### src/rtl/pipe_pkg.sv
`default_nettype none
// ============================================================================
// Module      : pipe_pkg
// Description : Shared constants for the pipeline stage registers. Default
//               field widths and bit positions inside the control field.
// Ports       : none (package)
// Revision    : 1.0 - initial release
// ============================================================================
package pipe_pkg;

  localparam int DATA_W_DEF = 64;
  localparam int CTRL_W_DEF = 3;
  localparam int TAG_W_DEF  = 10;

  // Bit positions inside the control field
  localparam int CTRL_MEMWR    = 0;
  localparam int CTRL_MEMTOREG = 1;
  localparam int CTRL_REGWR    = 2;

endpackage : pipe_pkg
`default_nettype wire

### src/rtl/pipe_stage_reg_if.sv
`default_nettype none
// ============================================================================
// Module      : pipe_stage_reg_if
// Description : Upstream/downstream handshake bundle of one pipeline stage
//               register, plus flush request and occupancy count.
// Ports       : slave  - seen by the stage register
//               master - seen by the surrounding pipeline (or a bench)
// Revision    : 1.0 - initial release
// ============================================================================
interface pipe_stage_reg_if
  import pipe_pkg::*;
#(
  parameter int DATA_W = DATA_W_DEF,
  parameter int CTRL_W = CTRL_W_DEF,
  parameter int TAG_W  = TAG_W_DEF
);

  logic              in_valid;
  logic              in_ready;
  logic [DATA_W-1:0] in_data;
  logic [CTRL_W-1:0] in_ctrl;
  logic [TAG_W-1:0]  in_tag;
  logic              flush;
  logic              out_valid;
  logic              out_ready;
  logic [DATA_W-1:0] out_data;
  logic [CTRL_W-1:0] out_ctrl;
  logic [TAG_W-1:0]  out_tag;
  logic [1:0]        count;

  modport slave (
    input  in_valid, in_data, in_ctrl, in_tag, flush, out_ready,
    output in_ready, out_valid, out_data, out_ctrl, out_tag, count
  );

  modport master (
    output in_valid, in_data, in_ctrl, in_tag, flush, out_ready,
    input  in_ready, out_valid, out_data, out_ctrl, out_tag, count
  );

endinterface : pipe_stage_reg_if
`default_nettype wire

### src/rtl/pipe_slot.sv
`default_nettype none
// ============================================================================
// Module      : pipe_slot
// Description : One storage entry (valid, data, ctrl, tag). Updates on the
//               falling clock edge. clear beats load; the payload is only
//               written by a load that is not cleared, so a discarded beat
//               never reaches the payload registers.
// Ports       : clk, rst_n          - clock (falling edge), async low reset
//               load, clear         - entry controls
//               d_data/d_ctrl/d_tag - payload to load
//               valid/data/ctrl/tag - held entry
// Revision    : 1.0 - initial release
// ============================================================================
module pipe_slot
  import pipe_pkg::*;
#(
  parameter int DATA_W = DATA_W_DEF,
  parameter int CTRL_W = CTRL_W_DEF,
  parameter int TAG_W  = TAG_W_DEF
) (
  input  wire logic              clk,
  input  wire logic              rst_n,
  input  wire logic              load,
  input  wire logic              clear,
  input  wire logic [DATA_W-1:0] d_data,
  input  wire logic [CTRL_W-1:0] d_ctrl,
  input  wire logic [TAG_W-1:0]  d_tag,
  output logic                   valid,
  output logic      [DATA_W-1:0] data,
  output logic      [CTRL_W-1:0] ctrl,
  output logic      [TAG_W-1:0]  tag
);

  logic              r_valid;
  logic [DATA_W-1:0] r_data;
  logic [CTRL_W-1:0] r_ctrl;
  logic [TAG_W-1:0]  r_tag;

  always_ff @(negedge clk or negedge rst_n) begin
    if (!rst_n) begin
      r_valid <= 1'b0;
      r_data  <= '0;
      r_ctrl  <= '0;
      r_tag   <= '0;
    end else begin
      if (clear) begin
        r_valid <= 1'b0;
      end else if (load) begin
        r_valid <= 1'b1;
        r_data  <= d_data;
        r_ctrl  <= d_ctrl;
        r_tag   <= d_tag;
      end
    end
  end

  assign valid = r_valid;
  assign data  = r_data;
  assign ctrl  = r_ctrl;
  assign tag   = r_tag;

endmodule : pipe_slot
`default_nettype wire

### src/rtl/pipe_stage_reg.sv
`default_nettype none
// ============================================================================
// Module      : pipe_stage_reg
// Description : Reusable pipeline stage register with valid/ready handshake,
//               stall back-pressure, flush with bubble insertion and an
//               optional two-entry skid buffer. State changes on the falling
//               clock edge.
// Ports       : clk   - stage clock (falling edge active)
//               rst_n - asynchronous active-low reset
//               bus   - handshake bundle (slave side): in_* upstream,
//                       out_* downstream, flush, count
// Revision    : 1.0 - initial release
// ============================================================================
module pipe_stage_reg
  import pipe_pkg::*;
#(
  parameter int DATA_W = DATA_W_DEF,
  parameter int CTRL_W = CTRL_W_DEF,
  parameter int TAG_W  = TAG_W_DEF,
  parameter int SKID   = 1
) (
  input  wire logic        clk,
  input  wire logic        rst_n,
  pipe_stage_reg_if.slave  bus
);

  logic              w_in_ready;
  logic              w_in_fire;
  logic              w_out_fire;
  logic              w_main_free;

  logic              w_main_load;
  logic              w_main_clear;
  logic [DATA_W-1:0] w_main_d_data;
  logic [CTRL_W-1:0] w_main_d_ctrl;
  logic [TAG_W-1:0]  w_main_d_tag;
  logic              w_main_valid;
  logic [DATA_W-1:0] w_main_data;
  logic [CTRL_W-1:0] w_main_ctrl;
  logic [TAG_W-1:0]  w_main_tag;

  logic              w_skid_valid;
  logic [DATA_W-1:0] w_skid_data;
  logic [CTRL_W-1:0] w_skid_ctrl;
  logic [TAG_W-1:0]  w_skid_tag;

  assign w_in_fire   = bus.in_valid & w_in_ready;
  assign w_out_fire  = w_main_valid & bus.out_ready;
  // Main can take a beat this edge if it is empty or is being drained.
  assign w_main_free = ~w_main_valid | bus.out_ready;

  generate
    if (SKID != 0) begin : g_skid
      logic w_skid_load;
      logic w_skid_clear;

      // Skid occupancy is a flop, so upstream never sees a combinational
      // path from out_ready.
      assign w_in_ready   = ~w_skid_valid;
      // With skid full, main refills from skid on drain; otherwise main
      // takes the input beat when it has room.
      assign w_main_load  = w_skid_valid ? w_out_fire : (w_in_fire & w_main_free);
      assign w_skid_load  = w_in_fire & (w_skid_valid ? w_out_fire : ~w_main_free);
      assign w_skid_clear = bus.flush | (w_skid_valid & w_out_fire & ~w_skid_load);

      pipe_slot #(
        .DATA_W (DATA_W),
        .CTRL_W (CTRL_W),
        .TAG_W  (TAG_W)
      ) u_skid (
        .clk    (clk),
        .rst_n  (rst_n),
        .load   (w_skid_load),
        .clear  (w_skid_clear),
        .d_data (bus.in_data),
        .d_ctrl (bus.in_ctrl),
        .d_tag  (bus.in_tag),
        .valid  (w_skid_valid),
        .data   (w_skid_data),
        .ctrl   (w_skid_ctrl),
        .tag    (w_skid_tag)
      );
    end else begin : g_noskid
      assign w_in_ready   = ~w_main_valid | bus.out_ready;
      assign w_main_load  = w_in_fire;
      assign w_skid_valid = 1'b0;
      assign w_skid_data  = '0;
      assign w_skid_ctrl  = '0;
      assign w_skid_tag   = '0;
    end
  endgenerate

  // Older skid beat has priority over the input beat for the main entry.
  assign w_main_d_data = w_skid_valid ? w_skid_data : bus.in_data;
  assign w_main_d_ctrl = w_skid_valid ? w_skid_ctrl : bus.in_ctrl;
  assign w_main_d_tag  = w_skid_valid ? w_skid_tag  : bus.in_tag;
  assign w_main_clear  = bus.flush | (w_out_fire & ~w_main_load);

  pipe_slot #(
    .DATA_W (DATA_W),
    .CTRL_W (CTRL_W),
    .TAG_W  (TAG_W)
  ) u_main (
    .clk    (clk),
    .rst_n  (rst_n),
    .load   (w_main_load),
    .clear  (w_main_clear),
    .d_data (w_main_d_data),
    .d_ctrl (w_main_d_ctrl),
    .d_tag  (w_main_d_tag),
    .valid  (w_main_valid),
    .data   (w_main_data),
    .ctrl   (w_main_ctrl),
    .tag    (w_main_tag)
  );

  assign bus.in_ready  = w_in_ready;
  assign bus.out_valid = w_main_valid;
  assign bus.out_data  = w_main_data;
  // Bubbles carry no control effects; data and tag keep their last value.
  assign bus.out_ctrl  = w_main_valid ? w_main_ctrl : '0;
  assign bus.out_tag   = w_main_tag;
  assign bus.count     = {1'b0, w_main_valid} + {1'b0, w_skid_valid};

endmodule : pipe_stage_reg
`default_nettype wire
### src/flat_wrapper.sv
// flat-port wrapper written by rule: the top's interface ports become plain ports
module pipe_stage_reg_flat import pipe_pkg::*;
#(
  parameter int DATA_W = DATA_W_DEF,
  parameter int CTRL_W = CTRL_W_DEF,
  parameter int TAG_W  = TAG_W_DEF,
  parameter int SKID   = 1
)
  (clk, rst_n, bus_in_valid, bus_in_data, bus_in_ctrl, bus_in_tag, bus_flush, bus_out_ready, bus_in_ready, bus_out_valid, bus_out_data, bus_out_ctrl, bus_out_tag, bus_count);
  pipe_stage_reg_if #(.DATA_W(DATA_W), .CTRL_W(CTRL_W), .TAG_W(TAG_W)) bus_i ();
  input  wire logic clk;
  input  wire logic rst_n;
  input wire logic [$bits(bus_i.in_valid)-1:0] bus_in_valid;
  input wire logic [$bits(bus_i.in_data)-1:0] bus_in_data;
  input wire logic [$bits(bus_i.in_ctrl)-1:0] bus_in_ctrl;
  input wire logic [$bits(bus_i.in_tag)-1:0] bus_in_tag;
  input wire logic [$bits(bus_i.flush)-1:0] bus_flush;
  input wire logic [$bits(bus_i.out_ready)-1:0] bus_out_ready;
  output wire logic [$bits(bus_i.in_ready)-1:0] bus_in_ready;
  output wire logic [$bits(bus_i.out_valid)-1:0] bus_out_valid;
  output wire logic [$bits(bus_i.out_data)-1:0] bus_out_data;
  output wire logic [$bits(bus_i.out_ctrl)-1:0] bus_out_ctrl;
  output wire logic [$bits(bus_i.out_tag)-1:0] bus_out_tag;
  output wire logic [$bits(bus_i.count)-1:0] bus_count;
  assign bus_i.in_valid = bus_in_valid;
  assign bus_i.in_data = bus_in_data;
  assign bus_i.in_ctrl = bus_in_ctrl;
  assign bus_i.in_tag = bus_in_tag;
  assign bus_i.flush = bus_flush;
  assign bus_i.out_ready = bus_out_ready;
  assign bus_in_ready = bus_i.in_ready;
  assign bus_out_valid = bus_i.out_valid;
  assign bus_out_data = bus_i.out_data;
  assign bus_out_ctrl = bus_i.out_ctrl;
  assign bus_out_tag = bus_i.out_tag;
  assign bus_count = bus_i.count;
  pipe_stage_reg #(.DATA_W(DATA_W), .CTRL_W(CTRL_W), .TAG_W(TAG_W), .SKID(SKID)) u_core (.clk(clk), .rst_n(rst_n), .bus(bus_i));
endmodule
### config.mk
export PLATFORM = sky130hd
export DESIGN_NAME = pipe_stage_reg_flat
export DESIGN_NICKNAME = d
export VERILOG_FILES = /design/src/rtl/pipe_pkg.sv /design/src/rtl/pipe_stage_reg_if.sv /design/src/rtl/pipe_slot.sv /design/src/rtl/pipe_stage_reg.sv /design/src/flat_wrapper.sv
export SDC_FILE = /design/constraint.sdc
export NUM_CORES = 1
export LEC_CHECK = 0
export ABC_AREA = 1
export CAP_MARGIN = 0
export CORE_UTILIZATION = 50
export DETAILED_ROUTE_END_ITERATION = 10
export GPL_ROUTABILITY_DRIVEN = 0
export PLACE_DENSITY = 0.8
export SYNTH_ARGS = -nofsm -noshare
export SYNTH_HDL_FRONTEND = slang
export SYNTH_SLANG_ARGS = --single-unit
export TNS_END_PERCENT = 1
### constraint.sdc
create_clock -name clk -period 1.9 [get_ports clk]
set_input_delay 0.475 -clock clk [delete_from_list [all_inputs] [get_ports clk]]
set_output_delay 0.475 -clock clk [all_outputs]
set_load 0.05 [all_outputs]
* Word-level counts from Yosys, hierarchy flattened
Index checks and enable logic that the tools add are counted.
Word-level totals: flip-flop bits (word level) 156, input port bits 82, output and inout port bits 81
Cells by class: add/subtract/negate cells 1, mux-type cells 10, bitwise operators 17, reductions and logical operators 4
Operator list (count):
- $mux W64 | 1
- $mux W10 | 1
- $and A1 B1 Y1 | 7
- $not A1 Y1 | 7
- $mux W1 | 6
- $mux W3 | 2
- $reduce_and A2 Y1 | 2
- $reduce_bool A2 Y1 | 2
- $or A1 B1 Y1 | 3
- $add A1 B1 Y2 | 1

* Longest topological paths before layout
word-level depth 10, mapped depth 9, gate-level depth less buffers 7

* Cells and area by module
A second synthesis with hierarchy kept.
Second synthesis, totals: cells, all modules 943, area total of the unflattened synthesis 7285.7 um2
By module, submodules not included:
- pipe_slot | instances 2, cells an instance 338, area each 3101.7 um2, seq. area each 1951.9 um2
- pipe_stage_reg | instances 1, cells an instance 267, area each 1082.3 um2, seq. area each 0.0 um2

==> results <==
## state kept, by name (all words and copies together) (netlist names)
name,count
u_core.g_skid.u_skid.data,64
u_core.g_skid.u_skid.tag,10
u_core.u_main.tag,10
u_core.g_skid.u_skid.valid,1
u_core.u_main.ctrl,3
u_core.u_main.valid,1
u_core.g_skid.u_skid.ctrl,3
u_core.u_main.data,64
## metrics by stage
stage,setup TNS (ns),utilization,setup slack (ns)
floorplan,-88.37,-,-0.697
global placement,-160.70,0.743,-0.979
detailed placement,-165.46,0.743,-1.02
CTS,-62.20,0.798,-0.858
global route,-74.27,0.809,-0.885
finish,-66.54,0.809,-0.864
## critical path: stages (launching register included)
cell and delay, ns:
dfrtn_1 0.48, buf_6 0.16, nand2_2 0.06, clkinvlp_4 0.10
buf_12 0.14
## worst paths after layout
| kind | depth (start not counted) | slack [ns] | endpoint |
|---|---|---|---|
| max in group asynchronous | 2 | 0.65 | u_core.g_skid.u_skid.tag[1] |
| min in group asynchronous | 1 | 0.77 | u_core.u_main.data[47] |
| worst max-delay path | 4 | -0.86 | bus_out_ctrl[1] |
| worst min register to register | 2 | 0.44 | u_core.g_skid.u_skid.data[1] |
| worst max register to register | 8 | -0.11 | u_core.u_main.data[21] |
| worst min-delay path | 2 | 0.44 | u_core.g_skid.u_skid.data[1] |
## power by group through the flow
stage	combinational [W]	clock, W	sequential (W)
2_1_floorplan	0.000948	0	0.00578
5_1_grt	0.00458	0.00389	0.00501
6_report	0.00431	0.00371	0.00492
3_5_place_dp	0.00414	0	0.00488
4_1_cts	0.00424	0.00375	0.00487
3_3_place_gp	0.00404	0	0.00485
## kinds of logic (layout without fill, tap and decap cells)
family	Yosys count	after routing	share of synthesized area
buf+inv	151	331	0.0888
fa+ha+maj	1	1	0.00178
compound gates	155	155	0.110
flops	156	156	0.555
simple gates	398	398	0.244
## synth_stat cells (all sizes together)
cell    count
ha          1
o21ai     155
inv        84
dfrtn     156
clkbuf     35
nand4      79
nand2     315
nand3       3
buf        32
nor2        1
## per-layer routing
metal | GRT usage | up-vias
li1 | - | 3128
met1 | 0.370 | 3222
met2 | 0.474 | 303
met3 | 0.0627 | 34
met4 | 0.108 | 0
met5 | 0 | -
## cell type report
type                            count  area [um^2]  area share
Clock inverter                     12          193      0.0177
Timing Repair Buffer              215         3090       0.284
Sequential cell                   156         3900       0.359
Inverter                           84          332      0.0305
Clock buffer                       20          457      0.0420
Tap cell                          176          220      0.0202
Multi-Input combinational cell    554         2680       0.247
## repair_timing
item,in CTS,in global routing
gates resized for setup,93,54
buffers inserted,1,0
pin swaps,1,0
setup endpoints to repair,237,235
==> impl_metrics.csv <==
group,metric,value,unit
worst_hold_path,worstHoldStart,"u_core.g_skid.u_skid.data[1]",
synthesis,syn_avg_cell_area,8.17,um^2
power,combPwrFrac,0.333,
global_route,overflow,0,
route,viasPerCell,5.49,
sta,slew_viol_final,0,
synthesis,syn-num-nets,944,
synthesis,syn_area,0.00703,mm^2
setup_path,worst-setup-path-type,"reg2out",
global_route,grt_start_max_net_pins,105,
sta,finalSetupViolations,234,
route,wl_met3,1340,um
layout,stdcell_area,0.0109,mm^2
route,via_count,6687,
sta,finalClockSkew,0.00583,ns
power,power_frac_seq,0.380,
power,cellPowerDensity,1190,mW/mm^2
run,drv_cap,0,
cts,h-tree-depth,4,
global_route,grtUsageTotal,0.287,
cts,numCtsBuffers,17,
floorplanning,num_io_pins,163,
route,drt-initial-drc-count,659,
layout,final_cell_mix,"278 x nand2_1, 156 x dfrtn_1, 98 x buf_12",
sta,layout_setup_ws,-0.864,ns
synthesis,synth_top_cell_by_area,"dfrtn_1",
route,ant_nets,0,
route,routed_wl,20000,um
global_route,grt_pass1_wl,32300,um
cts,cts.clk_slew.worst_paths,0.04,ns
layout,final_nets,1111,
route,drc,0,
layout,fill_cells,810,
place,place_inst,1184,
power,internal-power,0.00862,W
synthesis,ys_ff_latch,156,
cts,clkLatencyLatePin,0.40,ns
global_route,grt_pass1_vias,6581,
floorplanning,die_h,121,um
setup_path,worst-endpoint-arrival,2.29,ns
power,swShare,0.334,
layout,final_common_cell,"nand2_1",
cts,ctsHoldBuffers,0,
worst_hold_path,hold_path.class,"reg2reg",
layout,syn_to_final_growth,54.7,%
cts,ctsRootBufferMaster,"clkbuf_16",
setup_path,crit_required,1.42,ns
floorplanning,row_count,42,
route,wl_met2,10100,um
outcome,violations,"negative setup slack",
synthesis,yosysWarnings,0,
synthesis,ys_seq_area_frac,0.555,
power,cellLeakagePower,5.27,nW
layout,antenna_cells,0,
sta,hold_viol,0,
place,portBuffers,162,
synthesis,synth_top_area_share,0.555,
cts,tritoncts,"built",
sta,tightest_slew,0.913,ns
layout,instances_no_fill,1217,
route,wl_per_cell,16.4,um
floorplanning,fp.coreArea,0.0135,mm^2
power,total_power,0.0129,W
outcome,outcome,"finished with violations",
sta,rsz0062_at_grt,"yes",
synthesis,netlist_instances,861,
power,vdd_drop_max,0.656,mV
place,dpl_cell_area,0.0100,mm^2
setup_path,cp-startpoint,"u_core.u_main.valid",
power,power.switching,0.00433,W
sta,holdWs,0.436,ns
cts,cts.sinks,156,
setup_path,endpoint_kind,"primary output",
floorplanning,dieWidth,121,um
route,firstDrtPassIters,5,
place,dp_hpwl,12200,um
floorplanning,die-area,0.0145,mm^2
setup_path,worst_setup_path_start_kind,"flip-flop",
layout,drive_gt1_frac,0.225,
sta,relSlewSlack,0.392,
cts,clockBufferDepth,2,
setup_path,r2r-start,"u_core.g_skid.u_skid.valid",
route,routed.top_layer,"met4",
synthesis,yosysUniqueCellTypes,18,
global_route,antenna_found_initial,0,
synthesis,synth_area_leaders,"dfrtn_1 56%, nand2_1 17%, o21ai_0 11%, nand4_1 6.9%, inv_1 4.3%",
setup_path,critPathMaxFanout,4,
floorplanning,start_util,0.523,
route,m1WireLength,8170,um
power,power_frac_clock,0.287,
Power figures use the tool's default switching activity.
